[config.mk]
export PLATFORM = sky130hd
export DESIGN_NAME = axi_4_lite_mst_arb
export DESIGN_NICKNAME = d
export VERILOG_FILES = /design/src/rtl/axi_4_lite_mst_arb.sv
export SDC_FILE = /design/constraint.sdc
export NUM_CORES = 1
export LEC_CHECK = 0
export BUFFER_PORTS_ARGS = -buffer_cell sky130_fd_sc_hd__buf_2
export CAP_MARGIN = 20
export CORE_ASPECT_RATIO = 0.75
export CORE_MARGIN = 10
export CORE_UTILIZATION = 40
export CTS_CLUSTER_DIAMETER = 100
export DETAILED_ROUTE_END_ITERATION = 7
export PLACE_DENSITY = 0.86
export SLEW_MARGIN = 20
export SYNTH_ARGS = -nofsm -noshare
export SYNTH_HDL_FRONTEND = slang
export SYNTH_SLANG_ARGS = --single-unit
[constraint.sdc]
create_clock -name M_AXI_ACLK -period 1.9 [get_ports M_AXI_ACLK]
set_clock_uncertainty 0.1 [all_clocks]
set_input_delay 0.19 -clock M_AXI_ACLK [delete_from_list [all_inputs] [get_ports M_AXI_ACLK]]
set_output_delay 0.19 -clock M_AXI_ACLK [all_outputs]
set_load 0.02 [all_outputs]
[src/rtl/axi_4_lite_mst_arb.sv]
// Two-requester AXI4-Lite master arbiter: one outstanding single-beat read or write at a time.
// Define AXI_ARB_RR_EN for round-robin arbitration; otherwise requester 0 has fixed priority.
module axi_4_lite_mst_arb #(
    parameter int ADDR_W = 32,
    parameter int DATA_W = 32
) (
    input  logic                       M_AXI_ACLK,
    input  logic                       M_AXI_ARESET,
    input  logic [1:0]                 REQ_VALID,
    output logic [1:0]                 REQ_READY,
    input  logic [1:0]                 REQ_WE,
    input  logic [2*ADDR_W-1:0]        REQ_ADDR,
    input  logic [2*DATA_W-1:0]        REQ_WDATA,
    input  logic [2*(DATA_W/8)-1:0]    REQ_WSTRB,
    output logic [1:0]                 RSP_VALID,
    output logic [DATA_W-1:0]          RSP_RDATA,
    output logic [1:0]                 RSP_RESP,
    output logic                       M_AXI_AWVALID,
    input  logic                       M_AXI_AWREADY,
    output logic [ADDR_W-1:0]          M_AXI_AWADDR,
    output logic                       M_AXI_WVALID,
    input  logic                       M_AXI_WREADY,
    output logic [DATA_W-1:0]          M_AXI_WDATA,
    output logic [(DATA_W/8)-1:0]      M_AXI_WSTRB,
    input  logic                       M_AXI_BVALID,
    output logic                       M_AXI_BREADY,
    input  logic [1:0]                 M_AXI_BRESP,
    output logic                       M_AXI_ARVALID,
    input  logic                       M_AXI_ARREADY,
    output logic [ADDR_W-1:0]          M_AXI_ARADDR,
    input  logic                       M_AXI_RVALID,
    output logic                       M_AXI_RREADY,
    input  logic [DATA_W-1:0]          M_AXI_RDATA,
    input  logic [1:0]                 M_AXI_RRESP
);

    localparam int STRB_W = DATA_W / 8;

    typedef enum logic [2:0] {
        S_IDLE    = 3'd0,
        S_WR_REQ  = 3'd1,
        S_WR_RESP = 3'd2,
        S_RD_REQ  = 3'd3,
        S_RD_RESP = 3'd4,
        S_DONE    = 3'd5
    } state_t;

    state_t              state_q, state_d;
    logic                gnt_q;
    logic [ADDR_W-1:0]   addr_q;
    logic [DATA_W-1:0]   wdata_q;
    logic [STRB_W-1:0]   wstrb_q;
    logic                aw_pend_q;
    logic                w_pend_q;
    logic [DATA_W-1:0]   rdata_q;
    logic [1:0]          resp_q;
    logic                sel_s;
    logic                req_any_s;
    logic                accept_s;

`ifdef AXI_ARB_RR_EN
    logic                last_q;

    // Last-grant pointer; reset to 1 so requester 0 wins the first contest.
    always_ff @(posedge M_AXI_ACLK) begin
        if (M_AXI_ARESET) begin
            last_q <= 1'b1;
        end else if (accept_s) begin
            last_q <= sel_s;
        end else begin
            last_q <= last_q;
        end
    end
`endif

    // Requester selection for the current IDLE cycle.
    always_comb begin
        req_any_s = |REQ_VALID;
        accept_s  = (state_q == S_IDLE) && req_any_s && !M_AXI_ARESET;
`ifdef AXI_ARB_RR_EN
        if (REQ_VALID == 2'b11) begin
            sel_s = ~last_q;
        end else if (REQ_VALID[0]) begin
            sel_s = 1'b0;
        end else begin
            sel_s = 1'b1;
        end
`else
        if (REQ_VALID[0]) begin
            sel_s = 1'b0;
        end else begin
            sel_s = 1'b1;
        end
`endif
    end

    // FSM state register.
    always_ff @(posedge M_AXI_ACLK) begin
        if (M_AXI_ARESET) begin
            state_q <= S_IDLE;
        end else begin
            state_q <= state_d;
        end
    end

    // FSM next-state logic; a write leaves WR_REQ once both AW and W have completed.
    always_comb begin
        state_d = state_q;
        case (state_q)
            S_IDLE: begin
                if (accept_s) begin
                    state_d = REQ_WE[sel_s] ? S_WR_REQ : S_RD_REQ;
                end else begin
                    state_d = S_IDLE;
                end
            end
            S_WR_REQ: begin
                if ((!aw_pend_q || M_AXI_AWREADY) && (!w_pend_q || M_AXI_WREADY)) begin
                    state_d = S_WR_RESP;
                end else begin
                    state_d = S_WR_REQ;
                end
            end
            S_WR_RESP: begin
                if (M_AXI_BVALID) begin
                    state_d = S_DONE;
                end else begin
                    state_d = S_WR_RESP;
                end
            end
            S_RD_REQ: begin
                if (M_AXI_ARREADY) begin
                    state_d = S_RD_RESP;
                end else begin
                    state_d = S_RD_REQ;
                end
            end
            S_RD_RESP: begin
                if (M_AXI_RVALID) begin
                    state_d = S_DONE;
                end else begin
                    state_d = S_RD_RESP;
                end
            end
            S_DONE:  state_d = S_IDLE;
            default: state_d = S_IDLE;
        endcase
    end

    // FSM outputs: handshake strobes decoded from the registered state.
    always_comb begin
        if (accept_s) begin
            REQ_READY = sel_s ? 2'b10 : 2'b01;
        end else begin
            REQ_READY = 2'b00;
        end
        M_AXI_AWVALID = (state_q == S_WR_REQ) && aw_pend_q;
        M_AXI_WVALID  = (state_q == S_WR_REQ) && w_pend_q;
        M_AXI_BREADY  = (state_q == S_WR_RESP);
        M_AXI_ARVALID = (state_q == S_RD_REQ);
        M_AXI_RREADY  = (state_q == S_RD_RESP);
        if (state_q == S_DONE) begin
            RSP_VALID = gnt_q ? 2'b10 : 2'b01;
        end else begin
            RSP_VALID = 2'b00;
        end
    end

    assign M_AXI_AWADDR = addr_q;
    assign M_AXI_ARADDR = addr_q;
    assign M_AXI_WDATA  = wdata_q;
    assign M_AXI_WSTRB  = wstrb_q;
    assign RSP_RDATA    = rdata_q;
    assign RSP_RESP     = resp_q;

    // Command latch, per-channel pending flags and response capture.
    always_ff @(posedge M_AXI_ACLK) begin
        if (M_AXI_ARESET) begin
            gnt_q     <= 1'b0;
            addr_q    <= {ADDR_W{1'b0}};
            wdata_q   <= {DATA_W{1'b0}};
            wstrb_q   <= {STRB_W{1'b0}};
            aw_pend_q <= 1'b0;
            w_pend_q  <= 1'b0;
            rdata_q   <= {DATA_W{1'b0}};
            resp_q    <= 2'b00;
        end else begin
            case (state_q)
                S_IDLE: begin
                    if (accept_s) begin
                        gnt_q     <= sel_s;
                        addr_q    <= sel_s ? REQ_ADDR[2*ADDR_W-1:ADDR_W] : REQ_ADDR[ADDR_W-1:0];
                        wdata_q   <= sel_s ? REQ_WDATA[2*DATA_W-1:DATA_W] : REQ_WDATA[DATA_W-1:0];
                        wstrb_q   <= sel_s ? REQ_WSTRB[2*STRB_W-1:STRB_W] : REQ_WSTRB[STRB_W-1:0];
                        aw_pend_q <= REQ_WE[sel_s];
                        w_pend_q  <= REQ_WE[sel_s];
                    end
                end
                S_WR_REQ: begin
                    if (M_AXI_AWREADY) begin
                        aw_pend_q <= 1'b0;
                    end
                    if (M_AXI_WREADY) begin
                        w_pend_q <= 1'b0;
                    end
                end
                S_WR_RESP: begin
                    if (M_AXI_BVALID) begin
                        resp_q  <= M_AXI_BRESP;
                        rdata_q <= {DATA_W{1'b0}};
                    end
                end
                S_RD_RESP: begin
                    if (M_AXI_RVALID) begin
                        resp_q  <= M_AXI_RRESP;
                        rdata_q <= M_AXI_RDATA;
                    end
                end
                default: begin
                    gnt_q <= gnt_q;
                end
            endcase
        end
    end

endmodule
* Word-level counts from Yosys, hierarchy flattened *
Index checks and enable logic that the tools add are counted.

operators by class
  add/subtract/negate cells = 0
  multiply operators = 0
  divide/modulo/power cells = 0
  $lt $le $gt $ge = 1
  equality and inequality tests = 10
  shifts and indexed selects = 0
  mux-type cells = 28
  bitwise logic cells = 0
  reduce and logical (&&, ||, !) cells = 18

operator list
  operator                                                     number
  2-to-1 mux 32 bit                                            4
  one-hot mux 32 bit (2 select lines)                          1
  2-to-1 mux 2 bit                                             9
  one-hot mux 3 bit (5 select lines)                           1
  != test 2 bit (second input constant)                        5
  AND reduction 3 bit                                          3
  2-to-1 mux 1 bit                                             7
  == test 3 x 2 -> 1 bit (second input constant)               2
  == test 3 bit (second input constant)                        2
  2-to-1 mux 3 bit                                             2
  logical AND 1 bit                                            5
  2-to-1 mux 4 bit                                             1
  one-hot mux 1 bit (2 select lines)                           2
  one-hot mux 2 bit (2 select lines)                           1
  nonzero test 2 bit                                           2
  == test 3 x 1 -> 1 bit (second input constant)               1
  logical NOT 1 bit                                            3
  logical NOT 3 bit                                            1
  logical OR 1 bit                                             2
  less-than comparator 1 x 2 -> 1 bit (second input constant)  1
  AND reduction 2 bit                                          1
  OR reduction 2 bit                                           1

word-level totals
  register bits = 108
  latch bits = 0
  bits in writable memories = 0
  memory bits (read-only) = 0
  bits of input ports = 183
  output and inout bits = 143
  memories = 0

* Logic depth before layout (Yosys ltp) *
  word-level depth = 6
  mapped depth = 7

* Worst setup path before layout *
No wires, ideal clock.

  path type = register to output
  start point = register state_q[1]
  end point = output REQ_READY[1]
  arrival = 1454 ps
  required time = 1610 ps
  slack = 156 ps
  cell stages (with the launch flop) = 7
  buffers on the path = 3
  path through = dfxtp_1 > buf_2 > nor4_2 > buf_2 > buf_2 > nand2_1 > nor2_1

on the way
  word-level cells in the longest chain between the ends = 4

ends and longest elaborated chain
  item                             RTL line  text
  from (decl)                      48        state_t state_q, state_d;
  from (signal assigned)           102       state_q <= state_d;
  logical NOT 3 bit                79        accept_s = (state_q == S_IDLE) && req_any_s && !M_AXI_ARESET;
  logical AND 1 bit (2 in series)  79
  2-to-1 mux 2 bit                 152       if (accept_s) begin
  to (decl)                        10        output logic [1:0] REQ_READY,

No other way between the ends.

* Worst setup path in the final report *
Same ends and word-level chain as after synthesis.

==> metrics.md <==
| Metric | Value |
|---|---|
| Multi-input logic area | 2460 um2 |
| Synthesized area | 5110 um2 |
| Max_slew headroom | 0.562 |
| Final hold vios | 0 |
| Cell count of the worst reg-to-reg path | 5 |
| Via Count | 5,313 |
| Worst-path cell chain | nor4_4 -> buf_6 -> nand2_1 -> nor2_1 -> buf_2 |
| WHS Endpoint | RSP_RDATA[2]$_SDFFE_PP0P_ |
| Fin nets | 1,005 |
| Endpoint type of the worst setup path | output pin |
| Pwr per Cell Area | 952 nW/um2 |
| Slowest CP cell | dfxtp_4 |
| P_leak | 3.42 nW |
| Finished Cell Area | 7100 um2 |
| CTS buffer count | 9 |
| Worst slew pin tran | 658 ps |
| Mean area per synthesized cell | 9.17 um2 |
| Register area share after synthesis | 0.423 |
| Final Cycle Share | 0.962 |
| TritonRoute pass-1 iters | 5 |
| Storage cell area | 2170 um2 |
| Hold-critical path depth | 3 |
| Reg2Reg Capture Point | RSP_RESP[1]$_SDFFE_PP0P_ |
| Clock Path Buffers | 2 |
| Placed Area | 6740 um2 |
| Cells after DPL | 974 |
| Vias in the first global route | 5,548 |
| Most common cell after layout, fill and taps aside | buf_2 |
| CTS H-tree lvls | 3 |
| Vias per cell | 5.35 |
| Min-Delay Path Class | input pin to flip-flop |
| Ports | 326 |
| Maximum vdd drop | 0.495 mV |
| WL per Instance | 18.9 um |
| Crit-path max cell delay | 400 ps |
| Final core area utilization | 0.573 |
| Netlist cell types | 34 |
| Final HPWL DP | 14.5 mm |
| Core box area | 12,400 um2 |
| Skew-Pair Late Insertion Delay | 340 ps |
| Port bufs | 325 |
| Post-route ant nets | 0 |
| HP Start | M_AXI_RDATA[2] |
| Tmin final | 1830 ps |
| TNS Setup | 0 ps |
| Layout cell share with drive strength beyond 1 | 0.457 |
| Critical path peak fanout | 9 |
| Clk pwr share | 0.283 |
| Die ar. | 17,700 um2 |
| Synthesized Nets | 740 |
| Die Y | 118 um |
| Ys Warns | 0 |
| Initial antenna violation count | 1 |
| Max Freq | 547 MHz |
| Hold WS | 14.3 ps |
| Chip Width | 150 um |
| Initial DRC Count | 387 |
| Unrepaired setup endpoints after global routing | false |
| Largest net degree at the start of global routing | 108 |
| Area Growth Syn to Fin | 39.1% |
| Clock root buffer | clkbuf_16 |
| DRC Markers | 0 |
| CTS tree | yes |
| Worst EP required | 1610 ps |
| First-pass GRT wire length | 29.1 mm |
| Gr usage total | 0.200 |
| Sequential fraction of design power | 0.399 |
| Overflow left after global routing | 0 |
| Nature of the critical path startpoint | flip-flop |
| Worst-path clk slew | 80 ps |
| Worst R2R Setup Slack | 180 ps |
| Wirelength, routed | 18.8 mm |
| Routability cong. | 0.926 |
| Crit path arrival time | 1540 ps |
| # rows | 35 |
| Clock Sinks | 108 |
| # setup viols final | 0 |
| Initial Util | 0.412 |
| Sw power | 2.36 mW |
| Max-slew violation count | 0 |
| MaxCap Viol Count | 0 |
| FF+latch count, synth | 108 |
| Fill cells | 1,098 |
| Synthesized instance count | 557 |
| Sw frac | 0.349 |
| Internal | 4.40 mW |
| Gate power share | 0.319 |
| Status | finished clean |
| FF-to-FF Start | state_q[2]$_SDFF_PP0_ |
| Most frequent cells in the layout | buf_2, dfxtp_1, a21oi_1 |
| Crit Path Category | flip-flop to output pin |
| Cell Count, Final, Fillers Out | 994 |
how the worst max path moves through the flow:
stage | depth (start not counted) | from | slack [ps] | endpoint
floorplan | 6 | state_q[1]$_SDFF_PP0_ | 160 | REQ_READY[1]
global placement | 5 | state_q[2]$_SDFF_PP0_ | 250 | RSP_RESP[1]$_SDFFE_PP0P_
detailed placement | 5 | state_q[1]$_SDFF_PP0_ | 180 | M_AXI_ARADDR[6]$_SDFFE_PP0P_
CTS | 4 | state_q[1]$_SDFF_PP0_ | 2 | REQ_READY[0]
global route | 5 | state_q[1]$_SDFF_PP0_ | 5 | REQ_READY[1]
finish | 5 | state_q[1]$_SDFF_PP0_ | 70 | REQ_READY[1]
flip-flops by register name, summed over array words and instances (netlist names):
signal and cells:
M_AXI_WSTRB 4, state_q 3, aw_pend_q 1, w_pend_q 1, M_AXI_ARADDR 32, RSP_RDATA 32, RSP_RESP 2, gnt_q 1
M_AXI_WDATA 32
logic make-up after synthesis:
logic type      Yosys count  share of synthesized area
mux                      70                      0.137
buf+inv                  99                      0.103
flops                   108                      0.423
compound gates          182                      0.219
simple gates             98                      0.118
critical path: cells and delay by family, from the launching register on:
kind / cells / cell delay, ps
buffers and inverters: 2 / 350
DFF: 1 / 400
and+or+nand+nor: 3 / 450
metrics by stage:
stage	power (mW)	setup WS [ps]
floorplan	4.13	156
global placement	4.83	253
detailed placement	4.88	184
CTS	6.81	2.40
global route	7.11	4.81
finish	6.76	72.1
power by group through the flow:
stage / clock (mW) / combinational [mW] / sequential [mW]
after detailed placement: 0 / 2.15 / 2.73
after CTS: 1.97 / 2.15 / 2.69
after global routing: 2.04 / 2.34 / 2.73
final: 1.91 / 2.15 / 2.70
after global placement: 0 / 2.11 / 2.72
after floorplan: 0 / 1.15 / 2.98
metal layers:
metal | up-vias | track usage | part of all wire
met1 | 2432 | 0.230 | 0.39
met4 | 0 | 0.0667 | 0.025
met5 | - | 0 | 0
met3 | 33 | 0.0668 | 0.10
li1 | 2582 | - | -
met2 | 266 | 0.337 | 0.48
cell usage after synthesis:
cell	number	area share
dfxtp_1	108	0.42
a21oi_1	101	0.099
mux2i_1	70	0.14
a211oi_1	68	0.10
clkbuf_1	39	0.029
buf_4	34	0.050
nand3_1	33	0.032
nand4_1	32	0.039
buf_2	21	0.021
and2_1	6	0.0074
nor2_1	5	0.0037
nand2b_1	4	0.0049
buf_1	3	0.0022
nor2b_1	3	0.0037
a21bo_2	2	0.0039
a221oi_1	2	0.0034
a22oi_1	2	0.0029
inv_1	2	0.0015
nand2_1	2	0.0015
nand4bb_1	2	0.0044
nor3b_2	2	0.0049
nor4bb_1	2	0.0039
o21ai_0	2	0.0020
o31ai_1	2	0.0029
a2bb2oi_1	1	0.0017
a31oi_1	1	0.0012
a41oi_1	1	0.0017
and4b_1	1	0.0020
nand3b_1	1	0.0015
nor3_1	1	0.00098
nor4_2	1	0.0024
or2_0	1	0.0012
or3b_1	1	0.0017
or4b_1	1	0.0020
repair_timing:
item	CTS	global route
endpoints found under the hold margin	0	1
setup buffers	0	2
hold buffers	0	1
resized for setup	4	4
gates cloned	0	0
endpoints found under the setup margin	6	5
pin swaps	0	1
cell type report:
type                    instances  area share
multi-input cells             350       0.347
diodes                          1    0.000352
clock buffers                   9      0.0317
well taps                     166      0.0293
repair buffers                351       0.274
clock inverters                 7      0.0115
inverters                       2     0.00106
flip-flops and latches        108       0.305
(Power assumes the default switching activity.)
